<file path="src/rtl/gpu_mem_vramcpu_fifo.sv">
// VRAM->CPU read-back path: packs 16-bit pixel pairs into 32-bit words, buffers them
// in a word FIFO drained by GPUREAD, zero-pads an odd tail and pulses done_o at the end.
module gpu_mem_vramcpu_fifo #(
  parameter int DEPTH  = 16,
  parameter int ADDR_W = 4,
  parameter int CNT_W  = 20
) (
  input  logic             clk_i,
  input  logic             rst_i,
  input  logic             start_i,
  input  logic [CNT_W-1:0] pix_count_i,
  input  logic [15:0]      pix_i,
  input  logic             pix_valid_i,
  output logic             pix_ready_o,
  input  logic             cpu_rd_i,
  output logic [31:0]      cpu_data_o,
  output logic             cpu_valid_o,
  output logic             busy_o,
  output logic             done_o
);

  localparam int COUNT_W = ADDR_W + 1;

  typedef enum logic [1:0] {
    S_IDLE,
    S_ACTIVE,
    S_PAD,
    S_DRAIN
  } state_t;

  state_t             state_reg;
  logic [CNT_W-1:0]   remaining_reg;
  logic               half_reg;
  logic [15:0]        low_reg;
  logic               done_reg;

  logic [ADDR_W-1:0]  wr_ptr_reg;
  logic [ADDR_W-1:0]  rd_ptr_reg;
  logic [COUNT_W-1:0] count_reg;
  logic [31:0]        cpu_data_reg;
  logic [31:0]        mem [DEPTH];

  logic               accept;
  logic               fifo_valid;
  logic               pix_ready;
  logic               pix_fire;
  logic               pop_fire;
  logic               wr_en;
  logic [31:0]        wr_data;
  logic               last_pix;

  // All handshake decisions come from registered count, so a same-cycle pop
  // never frees a slot for a write.
  assign accept     = (count_reg != COUNT_W'(DEPTH));
  assign fifo_valid = (count_reg != '0);

  always_comb begin
    pix_ready = 1'b0;
    if (state_reg == S_ACTIVE) begin
      pix_ready = ~half_reg | accept;
    end
  end

  assign pix_fire = pix_valid_i & pix_ready;
  assign pop_fire = cpu_rd_i & fifo_valid;
  assign last_pix = pix_fire & (remaining_reg == CNT_W'(1));

  always_comb begin
    wr_en   = 1'b0;
    wr_data = {pix_i, low_reg};
    case (state_reg)
      S_ACTIVE: wr_en = pix_fire & half_reg;
      S_PAD: begin
        wr_en   = accept;
        wr_data = {16'h0000, low_reg};
      end
      default: wr_en = 1'b0;
    endcase
  end

  // Word storage: plain array with write port and registered read port.
  always_ff @(posedge clk_i) begin
    if (wr_en) begin
      mem[wr_ptr_reg] <= wr_data;
    end
  end

  always_ff @(posedge clk_i) begin
    if (rst_i) begin
      cpu_data_reg <= '0;
    end else if (pop_fire) begin
      cpu_data_reg <= mem[rd_ptr_reg];
    end
  end

  always_ff @(posedge clk_i) begin
    if (rst_i) begin
      wr_ptr_reg <= '0;
      rd_ptr_reg <= '0;
      count_reg  <= '0;
    end else begin
      if (wr_en) begin
        wr_ptr_reg <= wr_ptr_reg + ADDR_W'(1);
      end
      if (pop_fire) begin
        rd_ptr_reg <= rd_ptr_reg + ADDR_W'(1);
      end
      if (wr_en && !pop_fire) begin
        count_reg <= count_reg + COUNT_W'(1);
      end else if (pop_fire && !wr_en) begin
        count_reg <= count_reg - COUNT_W'(1);
      end
    end
  end

  always_ff @(posedge clk_i) begin
    if (rst_i) begin
      state_reg     <= S_IDLE;
      remaining_reg <= '0;
      half_reg      <= 1'b0;
      low_reg       <= '0;
      done_reg      <= 1'b0;
    end else begin
      done_reg <= 1'b0;
      case (state_reg)
        S_IDLE: begin
          if (start_i) begin
            if (pix_count_i == '0) begin
              done_reg <= 1'b1;
            end else begin
              remaining_reg <= pix_count_i;
              half_reg      <= 1'b0;
              state_reg     <= S_ACTIVE;
            end
          end
        end
        S_ACTIVE: begin
          if (pix_fire) begin
            remaining_reg <= remaining_reg - CNT_W'(1);
            if (!half_reg) begin
              low_reg  <= pix_i;
              half_reg <= 1'b1;
            end else begin
              half_reg <= 1'b0;
            end
            // A final pixel landing in the low half leaves an odd tail to pad.
            if (last_pix) begin
              state_reg <= half_reg ? S_DRAIN : S_PAD;
            end
          end
        end
        S_PAD: begin
          if (accept) begin
            half_reg  <= 1'b0;
            state_reg <= S_DRAIN;
          end
        end
        S_DRAIN: begin
          if (count_reg == '0) begin
            done_reg  <= 1'b1;
            state_reg <= S_IDLE;
          end
        end
        default: state_reg <= S_IDLE;
      endcase
    end
  end

  assign pix_ready_o = pix_ready;
  assign cpu_data_o  = cpu_data_reg;
  assign cpu_valid_o = fifo_valid;
  assign busy_o      = (state_reg != S_IDLE);
  assign done_o      = done_reg;

endmodule

</file>
<file path="config.mk">
export PLATFORM = sky130hd
export DESIGN_NAME = gpu_mem_vramcpu_fifo
export DESIGN_NICKNAME = d
export VERILOG_FILES = /design/src/rtl/gpu_mem_vramcpu_fifo.sv
export SDC_FILE = /design/constraint.sdc
export NUM_CORES = 1
export LEC_CHECK = 0
export BUFFER_PORTS_ARGS = -buffer_cell sky130_fd_sc_hd__buf_2
export CORE_MARGIN = 2
export CORE_UTILIZATION = 55
export CTS_BUF_LIST = sky130_fd_sc_hd__clkbuf_8
export DETAILED_ROUTE_END_ITERATION = 12
export PLACE_DENSITY = 0.83
export SYNTH_ARGS = -nofsm -noshare
export SYNTH_HDL_FRONTEND = slang
export SYNTH_SLANG_ARGS = --single-unit
</file>
<file path="constraint.sdc">
create_clock -name clk_i -period 4.95 [get_ports clk_i]
set_input_delay 0.99 -clock clk_i [delete_from_list [all_inputs] [get_ports clk_i]]
set_output_delay 0.99 -clock clk_i [all_outputs]
set_load 0.05 [all_outputs]
</file>
### Yosys cells after proc, flatten, opt, wreduce, memory -nomap -nowiden

Memory sizes are Yosys's and may differ from the RTL's. A register that Yosys moved wholly into a read port is not among the register bits.
Index checks and enable logic that the tools add are counted.

| storage, ports and cells | value |
|---|---|
| logic and storage cells | 76 |
| output and inout port bits | 36 |
| RAM bits | 512 |
| register bits after elaboration | 53 |
| memories kept | 1 |
| input port bits | 41 |

| cells by class | value |
|---|---|
| eq/ne operators | 11 |
| mux-type cells | 29 |
| reduce and logical (&&, ||, !) cells | 16 |
| add/subtract/negate cells | 5 |
| bitwise logic cells | 6 |

Memory list:

| name | words | width | read ports | clocked after Yosys merged registers in | write ports | RTL line | text |
|---|---|---|---|---|---|---|---|
| mem | 16 | 32 | 1 | 1 | 1 | 41 | `logic [31:0] mem [DEPTH];` |

Operators with widths:

| cell | number |
|---|---|
| $mux 20 | 3 |
| $pmux 20 s2 | 1 |
| $mux 32 | 1 |
| $eq 20x1->1 const B | 1 |
| $logic_not 20->1 | 1 |
| $sub 20x1->20 const B | 1 |
| $mux 1 | 12 |
| $mux 2 | 6 |
| $ne 2x2->1 const B | 6 |
| $mux 5 | 2 |
| $add 4x1->4 const B | 2 |
| $pmux 2 s4 | 1 |
| $reduce_and 6->1 | 1 |
| $reduce_bool 2->1 | 3 |
| $add 5x1->5 const B | 1 |
| $logic_not 5->1 | 1 |
| $ne 5x5->1 const B | 1 |
| $reduce_and 5->1 | 1 |
| $reduce_bool 5->1 | 1 |
| $sub 5x1->5 const B | 1 |
| $and 1x1->1 | 4 |
| $eq 2x2->1 const B | 2 |
| $pmux 1 s2 | 2 |
| $reduce_and 4->1 | 1 |
| 9 further kinds | 11 |

### Logic depth before layout (Yosys ltp)

| depth | value |
|---|---|
| word-level depth | 10 |
| gate-level depth with buffers | 13 |
| gate-level depth less buffers | 12 |

### Worst setup path after synthesis

No wires, ideal clock.

| timing path | value |
|---|---|
| path kind | input-to-reg |
| from | input port pix_valid_i |
| to | memory mem[3][0], enable pin |
| slack | 0.524 ns |
| data arrival time | 3.965 ns |
| stages on the path | 4 |
| path buffers | 0 |
| library setup time | 0.461 ns |
| required time | 4.489 ns |
| path through | a31oi_1 -> a211oi_2 -> nand2_1 -> nor3_1 |

| on the way | value |
|---|---|
| longest elaborated chain between the ends | 5 |

Ends and longest elaborated chain:

| element | RTL line | text |
|---|---|---|
| start: declaration | 13 | `input logic pix_valid_i,` |
| $and 1x1->1 | 64 | `assign pix_fire = pix_valid_i & pix_ready;` |
| $and 1x1->1 | 72 | `S_ACTIVE: wr_en = pix_fire & half_reg;` |
| $pmux 1 s2 | 71 | `case (state_reg)` |
| net wr_en | 48 | `logic wr_en;` |
| $mux 1 | 83 | `if (wr_en) begin` |
| $mux 1 (implied by the code) | 84 | `mem[wr_ptr_reg] <= wr_data;` |
| end: declaration | 41 |  |

The timed path passes the listed nets, and every way through them passes these cells.

### Final worst setup path

| timing path | value |
|---|---|
| from | register state_reg[0] |
| to | memory mem[15][23], enable pin |

| on the way | value |
|---|---|
| longest elaborated chain between the ends | 7 |
| elaborated cells between the ends (all ways) | 8 |
| classes of those cells | eq/ne: 2; mux: 4; bitwise: 2 |

Ends and longest elaborated chain:

| element | RTL line | text |
|---|---|---|
| start: declaration | 31 | `state_t state_reg;` |
| start signal: assignment | 148 | `state_reg <= half_reg ? S_DRAIN : S_PAD;` |
| $eq 2x1->1 | 59, 71 |  |
| $mux 1 | 59 | `if (state_reg == S_ACTIVE) begin` |
| $and 1x1->1 | 64 |  |
| $and 1x1->1 | 72 |  |
| $pmux 1 s2 * | 71 |  |
| net wr_en | 48 |  |
| $mux 1 * | 83 |  |
| $mux 1 (implied by the code) * | 84 |  |

The timed path passes the listed nets; every way through them passes the cells marked *.

==> impl_results.md <==
- EDFF count, synth: between 500 and 600
- Measured slew at the worst slew-check pin: 1.275 ns
- Worst stage delay on the critical path: 1.00 ns
- Detailed placement HPWL: 29,470 µm
- Critical Path RT: 5.21 ns
- Maximum clock frequency: 260.1 MHz
- Total negative slack: 0 ns
- First-pass DRT Iterations: 5
- Global Route Usage Sum: 23.38%
- Min-Delay Path Class: reg -> reg
- Yosys cell types: 57
- Critical path's top delay family: simple AND/OR/NAND/NOR gates
- Highest-count cells in the layout ignoring fill and taps: 512 x edfxtp_1, 160 x mux4_2, 111 x nand2_1
- FF+latch count, synth: 597
- Rows: 75
- Cell Area, Synth: 23,430 µm²
- Slew HR: 14.85%
- Core area: 42,040 µm²
- Post-cts sizing count: 0
- Via/cell ratio: 6.300
- FF-to-FF path depth: 6
- Final Hold Fails: 0
- Clock sinks: 597
- Pleak: 8.595 nW
- CP Capture Type: flip-flop
- First-pass GRT wire length: 76,620 µm
- Synth Net Count: around 1,300
- Setup repair bufs after CTS: 0
- Worst-path cell chain: inv_1 > ha_1 > a31oi_1 > a211oi_2 > nand2_1 > nor2_4
- RSZ-0062 raised after global routing: false
- Max Buffers Root-to-Sink: 3
- Min cycle time layout: 3.845 ns
- Register-to-register setup slack: 1.11 ns
- WHS: 0.4496 ns
- CTS tree: yes
- Chip Height: 210.4 µm
- Internal power: 9.132 mW
- Largest net degree at the start of global routing: 132
- Hold Startpoint: cpu_data_o[6]
- Synthesis Warnings: 0
- Pwr dens: between 500 and 600 nW/µm²
- Status: finished clean
- Worst-path clk slew: 0.06 ns
- WP buf/inv: 1
- Max-cap violations: 0
- Vias in the first global route: 12,720
- Seq/Total Area, Yosys: 72.88%
- Asr flop ratio synth: 0%
- Commonest non-fill, non-tap cell in the layout: edfxtp_1
- Area Overhead vs Synth: 12.29%
- R2r startpoint: state_reg[0]
- Die Wd: around 210 µm
- Io pins: 77
- Max FO, Critical Path: 32
- CP Launch Type: flip-flop
- Port bufs: 76
- Critical path type: reg -> reg
- FF-to-FF End: mem[15][23]
- WHS Endpoint: cpu_data_o[6]
- Die ar.: ~44,000 µm²
- Net Sw Power: 4.076 mW
- Total gr overflow: 0
- Post-CTS Hold Fix Bufs: 0
- Critical Path AT: 4.10 ns
- Post-Route Skew: 0.02776 ns
- Most used flip-flop cell after synthesis: edfxtp_1
- Htree depth: 3
- Antenna violations before repair: 0
- WHS Path Cells: 2
- Final period util: 77.67%
- Slowest-stage cell, CP: nor2_4
- Worst vdd ir: 0.3490 mV
- Avg Cell Area, Syn: 18.61 µm²
- Proportion of layout cells with a drive suffix above 1: around 28%
- Initial Util: between 50% and 60%
- Diode count: 0
- Clock latency at the later pin of the worst-skew pair: 0.66 ns
- Routability cong.: 0.8684
- Net switching fraction of the power: 30.86%
- Max reg flops: 512
- DR vias: 12,560
- TritonCTS buffer count: 92
- Logic pwr share: 23.5%
- Root buf cell: clkbuf_8
- Post-Route WL: 50,610 µm
- Post-synthesis cell count: 1,259
- Flop pwr share: 47.0%
- 1st-iter DRT viols: 1,470
- Setup violators final: 0
- Clock power frac: 29.5%
- Post-DRT Antenna Nets: 0
- Nets: 1,439
- Final Max Slew Viols: 0
- Drt wl/cell: between 20 and 30 µm
- Residual DRC: 0
## power by group through the flow
stage / registers [mW] / logic [mW] / clock network (mW)
after floorplan: 6.46 / 2.08 / 0
after global placement: 6.29 / 3.00 / 0
after detailed placement: 6.31 / 3.07 / 0
after CTS: 6.21 / 3.09 / 3.96
after global routing: 6.25 / 3.31 / 4.16
final: 6.21 / 3.10 / 3.89
## through the flow
step                      total power, mW  cell area (µm²)  worst slack, ns  util [%]  instances
after floorplan                     8.536            23430           0.5244         -       1259
after global placement              9.291            24530            1.343     58.36       1825
after detailed placement            9.388            24530            1.204     58.36       1825
after CTS                           13.26            26310            1.182     62.58       1993
after global routing                13.72            26310           0.9317     62.58       1993
final                               13.21            26310            1.105     62.58       1993
## synth_stat cells (2+ instances only)
| cell type | n | area [µm²] |
|---|---|---|
| edfxtp_1 | 512 | 15370 |
| mux4_2 | 160 | 3603 |
| nand2_1 | 111 | 416.7 |
| dfxtp_1 | 85 | 1702 |
| a21oi_1 | 73 | 365.4 |
| clkbuf_1 | 44 | 165.2 |
| nor2_1 | 40 | 150.1 |
| nor3_1 | 21 | 105.1 |
| buf_2 | 18 | 90.09 |
| nor2b_1 | 18 | 112.6 |
| ha_1 | 17 | 212.7 |
| inv_1 | 14 | 52.55 |
| nand2b_1 | 13 | 81.33 |
| o32ai_1 | 13 | 113.9 |
| nor4_1 | 9 | 56.30 |
| and3_1 | 8 | 50.05 |
| buf_1 | 8 | 30.03 |
| nand3_1 | 7 | 35.03 |
| o31ai_1 | 7 | 52.55 |
| or3_1 | 7 | 43.79 |
| mux2i_1 | 6 | 60.06 |
| a31oi_1 | 5 | 31.28 |
| nand4_1 | 5 | 31.28 |
| o21ai_0 | 5 | 25.02 |
| xnor2_1 | 5 | 43.79 |
| xor2_1 | 5 | 43.79 |
| a211oi_1 | 4 | 30.03 |
| buf_4 | 3 | 22.52 |
| a21o_1 | 2 | 15.01 |
| a22oi_1 | 2 | 15.01 |
| o211a_1 | 2 | 20.02 |
| o21a_1 | 2 | 15.01 |
| o31a_1 | 2 | 17.52 |
| o31a_2 | 2 | 20.02 |
| or2b_1 | 2 | 15.01 |
## kinds of logic after synthesis
| group | synth area share [%] |
|---|---|
| fa+ha+maj | 0.9933 |
| xor+xnor | 0.3738 |
| buf+inv | 1.554 |
| compound gates | 3.557 |
| simple gates | 5.004 |
| mux | 15.64 |
| flops | 72.88 |
## worst reg2reg max path, stage by stage (launching register included)
cell	delay [ns]
dfxtp_1	0.35
inv_1	0.18
ha_1	0.72
a31oi_1	0.13
a211oi_2	0.63
nand2_1	0.44
nor2_4	1.00
## per-layer routing
metal / vias up / routed length [µm] / global-route usage (%)
li1: 5319 / - / -
met1: 6446 / 20150 / 32.21
met2: 702 / 24740 / 37.43
met3: 86 / 4604 / 5.810
met4: 2 / 1047 / 7.042
met5: - / 58 / 1.001
## layout make-up
class	instances	area [µm²]
multi-input cells	574	6116
fillers	2794	15730
clock buffers	106	1459
inverters	15	56.30
repair buffers	100	600.6
well taps	539	674.4
clock inverters	62	316.6
flip-flops and latches	597	17090
## how the worst max path moves through the flow
stage                       startpoint           end  slack (ns)  cells past startpoint
after floorplan            pix_valid_i     mem[3][0]        0.52                      4
after global placement    state_reg[0]  count_reg[4]        1.34                     12
after detailed placement  state_reg[0]   mem[15][24]        1.20                      6
after CTS                 state_reg[0]   mem[15][17]        1.18                      6
after global routing      state_reg[0]   mem[15][16]        0.93                      6
final                     state_reg[0]   mem[15][23]        1.11                      6
Power figures use the tool's default switching activity.
